$ cat src/rtl/mem_access_ctrl.sv
// mem_access_ctrl
//   Memory-stage responder for the decoder's RAM_en / RAM_op requests.
//   It turns one pipeline memory request into a multi-cycle strobe sequence
//   on the board's 16-bit SRAM, or on the UART when the address hits one of
//   the two UART registers. The pipeline is stalled while an access is in
//   flight, and a one-cycle done pulse accompanies the returned read data.
//
// Ports
//   clk_50MHz, rst (sync, active-low)        clock / reset
//   RAM_en, RAM_op, addr, wdata              pipeline request (held until done)
//   rdata, busy, done                        pipeline response / stall
//   sram_addr, sram_dq_i/_o/_oe              SRAM address and shared data bus
//   sram_ce_n, sram_oe_n, sram_we_n          SRAM strobes (active-low)
//   uart_rdn, uart_wrn                       UART strobes (active-low)
//   uart_data_ready, uart_tbre, uart_tsre    UART status lines
module mem_access_ctrl #(
  parameter logic [15:0] UART_DATA_ADDR = 16'hBF00,
  parameter logic [15:0] UART_STAT_ADDR = 16'hBF01
) (
  input  logic        clk_50MHz,
  input  logic        rst,
  input  logic        RAM_en,
  input  logic        RAM_op,
  input  logic [15:0] addr,
  input  logic [15:0] wdata,
  output logic [15:0] rdata,
  output logic        busy,
  output logic        done,
  output logic [17:0] sram_addr,
  input  logic [15:0] sram_dq_i,
  output logic [15:0] sram_dq_o,
  output logic        sram_dq_oe,
  output logic        sram_ce_n,
  output logic        sram_oe_n,
  output logic        sram_we_n,
  output logic        uart_rdn,
  output logic        uart_wrn,
  input  logic        uart_data_ready,
  input  logic        uart_tbre,
  input  logic        uart_tsre
);

  localparam logic RAM_OP_RD = 1'b0;
  localparam logic RAM_OP_WR = 1'b1;

  typedef enum logic [3:0] {
    S_IDLE, S_SRD1, S_SRD2, S_SWR1, S_SWR2, S_SWR3,
    S_URD1, S_URD2, S_UWR1, S_UWR2, S_DONE
  } state_t;

  state_t      state_q, state_d;
  logic [15:0] addr_q, addr_d;
  logic [15:0] wdata_q, wdata_d;
  logic [15:0] rdata_q, rdata_d;
  logic        done_q, done_d;
  logic [15:0] dq_o_q, dq_o_d;
  logic        dq_oe_q, dq_oe_d;
  logic        ce_n_q, ce_n_d;
  logic        oe_n_q, oe_n_d;
  logic        we_n_q, we_n_d;
  logic        rdn_q, rdn_d;
  logic        wrn_q, wrn_d;

  // Next-state, latches and strobe values. Strobes are derived from the
  // next state and registered, so each strobe is glitch-free and valid for
  // the whole cycle its state occupies.
  always_comb begin
    state_d = state_q;
    addr_d  = addr_q;
    wdata_d = wdata_q;
    rdata_d = rdata_q;

    case (state_q)
      S_IDLE: begin
        if (RAM_en) begin
          addr_d  = addr;
          wdata_d = wdata;
          if (addr == UART_STAT_ADDR) begin
            state_d = S_DONE;
            // Status is sampled on the accept edge; a status write is a no-op.
            if (RAM_op == RAM_OP_RD)
              rdata_d = {14'b0, uart_data_ready, uart_tbre & uart_tsre};
          end else if (addr == UART_DATA_ADDR) begin
            state_d = (RAM_op == RAM_OP_WR) ? S_UWR1 : S_URD1;
          end else begin
            state_d = (RAM_op == RAM_OP_WR) ? S_SWR1 : S_SRD1;
          end
        end
      end
      S_SRD1: state_d = S_SRD2;
      S_SRD2: begin
        state_d = S_DONE;
        rdata_d = sram_dq_i;
      end
      S_SWR1: state_d = S_SWR2;
      S_SWR2: state_d = S_SWR3;
      S_SWR3: state_d = S_DONE;
      S_URD1: state_d = S_URD2;
      S_URD2: begin
        state_d = S_DONE;
        // UART data register is byte-wide on the low lanes.
        rdata_d = {8'h00, sram_dq_i[7:0]};
      end
      S_UWR1:  state_d = S_UWR2;
      S_UWR2:  state_d = S_DONE;
      S_DONE:  state_d = S_IDLE;
      default: state_d = S_IDLE;
    endcase

    // The address bus returns to zero whenever the controller is idle.
    if (state_d == S_IDLE)
      addr_d = 16'h0000;

    dq_oe_d = 1'b0;
    ce_n_d  = 1'b1;
    oe_n_d  = 1'b1;
    we_n_d  = 1'b1;
    rdn_d   = 1'b1;
    wrn_d   = 1'b1;
    case (state_d)
      S_SRD1, S_SRD2: begin
        ce_n_d = 1'b0;
        oe_n_d = 1'b0;
      end
      // SWR1 = setup, SWR2 = write pulse, SWR3 = hold; data driven throughout.
      S_SWR1, S_SWR3: begin
        ce_n_d  = 1'b0;
        dq_oe_d = 1'b1;
      end
      S_SWR2: begin
        ce_n_d  = 1'b0;
        dq_oe_d = 1'b1;
        we_n_d  = 1'b0;
      end
      S_URD1, S_URD2: rdn_d = 1'b0;
      S_UWR1: begin
        dq_oe_d = 1'b1;
        wrn_d   = 1'b0;
      end
      S_UWR2:  dq_oe_d = 1'b1;
      default: ;
    endcase

    done_d = (state_d == S_DONE);
    dq_o_d = dq_oe_d ? wdata_d : 16'h0000;
  end

  always_ff @(posedge clk_50MHz) begin
    if (!rst) begin
      state_q <= S_IDLE;
      addr_q  <= 16'h0000;
      wdata_q <= 16'h0000;
      rdata_q <= 16'h0000;
      done_q  <= 1'b0;
      dq_o_q  <= 16'h0000;
      dq_oe_q <= 1'b0;
      ce_n_q  <= 1'b1;
      oe_n_q  <= 1'b1;
      we_n_q  <= 1'b1;
      rdn_q   <= 1'b1;
      wrn_q   <= 1'b1;
    end else begin
      state_q <= state_d;
      addr_q  <= addr_d;
      wdata_q <= wdata_d;
      rdata_q <= rdata_d;
      done_q  <= done_d;
      dq_o_q  <= dq_o_d;
      dq_oe_q <= dq_oe_d;
      ce_n_q  <= ce_n_d;
      oe_n_q  <= oe_n_d;
      we_n_q  <= we_n_d;
      rdn_q   <= rdn_d;
      wrn_q   <= wrn_d;
    end
  end

  // Stall is gated by reset so a request held across reset does not stall.
  // It drops in DONE so the pipeline advances on the edge leaving DONE.
  assign busy = rst & ((RAM_en & (state_q == S_IDLE)) |
                       ((state_q != S_IDLE) & (state_q != S_DONE)));

  assign rdata      = rdata_q;
  assign done       = done_q;
  assign sram_addr  = {2'b00, addr_q};
  assign sram_dq_o  = dq_o_q;
  assign sram_dq_oe = dq_oe_q;
  assign sram_ce_n  = ce_n_q;
  assign sram_oe_n  = oe_n_q;
  assign sram_we_n  = we_n_q;
  assign uart_rdn   = rdn_q;
  assign uart_wrn   = wrn_q;

endmodule

$ cat config.mk
export PLATFORM = sky130hd
export DESIGN_NAME = mem_access_ctrl
export DESIGN_NICKNAME = d
export VERILOG_FILES = /design/src/rtl/mem_access_ctrl.sv
export SDC_FILE = /design/constraint.sdc
export NUM_CORES = 1
export LEC_CHECK = 0
export ABC_AREA = 1
export CAP_MARGIN = 5
export CORE_MARGIN = 2
export CORE_UTILIZATION = 47
export CTS_CLUSTER_DIAMETER = 30
export DETAILED_ROUTE_END_ITERATION = 16
export MAX_ROUTING_LAYER = met4
export PLACE_DENSITY = 0.84
export REMOVE_ABC_BUFFERS = 1
export SETUP_SLACK_MARGIN = 0.2
export SYNTH_ARGS = -nofsm -noshare
export SYNTH_HDL_FRONTEND = slang
export SYNTH_SLANG_ARGS = --single-unit
$ cat constraint.sdc
create_clock -name clk_50MHz -period 3.67 [get_ports clk_50MHz]
set_clock_uncertainty 0.05 [all_clocks]
set_input_delay 0.367 -clock clk_50MHz [delete_from_list [all_inputs] [get_ports clk_50MHz]]
set_output_delay 0.367 -clock clk_50MHz [all_outputs]
set_load 0.1 [all_outputs]
==> impl_metrics.py <==
metrics = {
    "pwr": {
        "intPower_w": 0.00194,
        "power.share.sequential_pct": 26.8,
        "clkPwrFrac_pct": 14.4,
        "pwr-share-comb_pct": 58.8,
        "power_w": 0.00420,
        "power.density_mw_per_mm2": 970,
        "ir_drop_uv": 574,
        "swShare_pct": 53.9,
        "p_switching_w": 0.00227,
        "p_leak_nw": 1.86,
    },
    "placed_design": {
        "place.port_buffers": 110,
        "post-dp-hpwl_um": 5240,
        "dpl_cell_area_sq_mm": 0.00415,
        "routabilityCongestion": 0.978,
    },
    "layout": {
        "multi_input_comb_area_sq_mm": 0.00123,
        "nFillCells": 503,
        "final_common_cell": "clkdlybuf4s50_1",
        "final_cell_mix": "109 x clkdlybuf4s50_1, 105 x nand2_1, 75 x dfxtp_1",
        "area_delta_synth_final_pct": 43.7,
        "drive_gt1_share_pct": 9.84,
        "n_antenna_cell": 0,
        "fin_util_pct": 69.0,
        "nNetsFinal": 560,
        "seq_area_sq_mm": 0.00150,
        "stdcell_area_sq_mm": 0.00433,
    },
    "global_routing": {
        "antenna_found_initial": 0,
        "grt_pass1_wl_um": 11700,
        "grt_max_degree": 33,
        "grt_overflow": 0,
        "grt_usage_pct": 21.3,
        "grt_pass1_vias": 2647,
    },
    "clocking": {
        "cts_resized": 0,
        "cts_sinks": 75,
        "cts.reportedPaths.clkPinSlew_ns": 0.08,
        "root_buffer": "clkbuf_8",
        "clockBufferDepth": 2,
        "cts_setup_buffers": 0,
        "clkLatencyLatePin_ns": 0.33,
        "cts_tree": "built",
        "cts_htree_levels": 3,
        "postCtsHoldBufs": 0,
        "cts-buffers-inserted": 9,
    },
    "worst_setup_path": {
        "critPathRequiredTime_ns": 3.83,
        "critPathCaptureType": "flop",
        "arrival_ns": 2.53,
        "crit_top_cell": "nand2_1",
        "crit_path_max_incr_delay_ns": 0.49,
        "path_max_fanout": 16,
        "criticalPathCategory": "input port to flop",
        "crit_start": "addr[11]",
        "crit_slowest_cell": "clkdlybuf4s50_1",
        "startpoint_type": "input port",
        "path_cells": "clkdlybuf4s50_1 -> nand2_1 -> inv_1 -> nand2_1 -> nor2_2 -> nand2_1 -> inv_1 -> ha_1 -> nand2_1 -> a21oi_2 -> nand2_1 -> o21ai_4 -> nor2_1",
        "r2r-start": "state_q[2]",
    },
    "yosys": {
        "synth-seq-cells": 75,
        "netlist_area_sq_mm": 0.00302,
        "yosysWarningCount": 0,
        "synth-seq-area-share_pct": 49.8,
        "ys_types": 35,
        "synth_area_per_cell_sq_um": 7.67,
        "syn_inst": 393,
    },
    "worst_hold_path": {
        "hp-class": "flop to flop",
        "min-delay-start": "rdata[15]",
    },
    "sta": {
        "worst_pin_slew_ns": 1.02,
        "setup_viol_count_final": 0,
        "rsz0062_at_grt": "false",
        "fmax_ghz": 0.423,
        "post-route-period-util_pct": 64.4,
        "final.setup.tns_ns": 0,
        "hold_viol_final": 0,
        "slew_viol_final": 0,
        "fin_crit_ns": 2.36,
        "relSlewSlack_pct": 32.1,
    },
    "floorplanning": {
        "fp.dieArea_sq_mm": 0.00707,
        "coreArea_sq_mm": 0.00628,
        "num_rows": 29,
        "die_y_um": 84.1,
        "die_w_um": 84.1,
        "ios": 113,
        "start_util_pct": 48.0,
    },
    "routing": {
        "routed-wl-met3_um": 401,
        "top_layer": "met4",
        "wirelength_um": 7180,
        "postRouteAntennaNets": 0,
        "first_iter_violations": 134,
        "m1WireLength_um": 2950,
        "route.met2.wl_um": 3620,
        "vias_per_cell": 4.70,
        "routedWlPerCell_um": 12.3,
        "vias": 2748,
        "drcViolationCount": 0,
        "first_pass_iters": 4,
    },
    "flow_run": {
        "maxCapViolCount": 0,
    },
    "outcome": {
        "outcome": "finished clean",
    },
}
-- through the flow --
stage               hold slack (ns)  instances  setup WS [ns]
floorplan                     0.386        380           1.24
global placement              0.398        569           1.09
detailed placement            0.403        569          0.981
CTS                           0.414        585           1.33
global route                  0.432        585           1.13
finish                        0.411        585           1.31
-- worst max-delay path: cells and delay by family --
kind	cells	cell delay (ns)
buf+inv	3	0.63
fa+ha+maj	1	0.12
simple gates	7	0.70
compound gates	2	0.69
-- Yosys cell counts --
| master | n | area, sq um |
|---|---|---|
| a211oi_1 | 1 | 7.51 |
| clkbuf_1 | 7 | 26.3 |
| o31a_1 | 1 | 8.76 |
| o21ai_1 | 1 | 5.00 |
| buf_1 | 1 | 3.75 |
| mux2i_1 | 10 | 100 |
| nand3_4 | 1 | 17.5 |
| o21bai_1 | 1 | 7.51 |
| conb_1 | 1 | 3.75 |
| nor3_1 | 1 | 5.00 |
| inv_1 | 49 | 184 |
| o21ai_4 | 1 | 16.3 |
| a21oi_1 | 16 | 80.1 |
| o21ai_0 | 10 | 50.1 |
| ha_1 | 2 | 25.0 |
| a21oi_2 | 2 | 17.5 |
| a21boi_0 | 1 | 7.51 |
| a21oi_4 | 1 | 16.3 |
| nor2_2 | 13 | 81.3 |
| dfxtp_1 | 75 | 1500 |
| o22ai_1 | 1 | 6.26 |
| nand2_1 | 105 | 394 |
| nor2_1 | 62 | 233 |
| buf_6 | 1 | 11.3 |
| buf_2 | 2 | 10.0 |
| nor2_8 | 1 | 20.0 |
| buf_8 | 1 | 15.0 |
| inv_2 | 7 | 26.3 |
| nor2_4 | 4 | 45.0 |
| buf_4 | 2 | 15.0 |
| nand3_1 | 5 | 25.0 |
| o211ai_1 | 1 | 7.51 |
| nand2_2 | 3 | 18.8 |
| nand2_4 | 1 | 11.3 |
| nand4_1 | 2 | 12.5 |
-- flip-flops by register name, summed over array words and instances (netlist names) --
name,cells
sram_dq_oe,1
sram_we_n,1
state_q,4
sram_oe_n,1
done,1
sram_dq_o,16
uart_rdn,1
uart_wrn,1
addr_q,16
rdata,16
wdata_q,16
sram_ce_n,1
-- layout make-up --
cell class / instances / area share, %
well taps: 77 / 2.22
multi-input cells: 249 / 28.3
clock buffers: 12 / 3.12
inverters: 56 / 4.85
flip-flops and latches: 75 / 34.6
repair buffers: 112 / 25.7
clock inverters: 4 / 1.18
-- worst paths after layout --
path             endpoint  slack (ns)  cells after the start
max            addr_q[13]        1.31                     13
min             rdata[15]        0.41                      2
min reg2reg     rdata[15]        0.41                      2
max reg2reg  sram_dq_o[6]        1.52                     10
-- cell families after synthesis --
family / after synthesis / share of synthesized area [%]
simple gates: 198 / 28.6
flops: 75 / 49.8
buf+inv: 70 / 9.67
compound gates: 37 / 7.64
mux: 10 / 3.32
fa+ha+maj: 2 / 0.830
other cells: 1 / 0.124
-- routing by layer --
metal | GRT usage (%) | vias up
li1 | - | 1405
met1 | 24.0 | 1246
met2 | 35.3 | 77
met3 | 5.93 | 20
met4 | 9.68 | 0
met5 | - | -
-- power by group through the flow --
stage	clock network, W	logic [W]	registers [W]
3_3_place_gp	0	0.00243	0.00114
4_1_cts	0.000616	0.00248	0.00113
6_report	0.000605	0.00247	0.00113
2_1_floorplan	0	0.000855	0.00219
3_5_place_dp	0	0.00247	0.00114
5_1_grt	0.000662	0.00262	0.00115
Note: power is estimated with default switching activity, not from simulation.
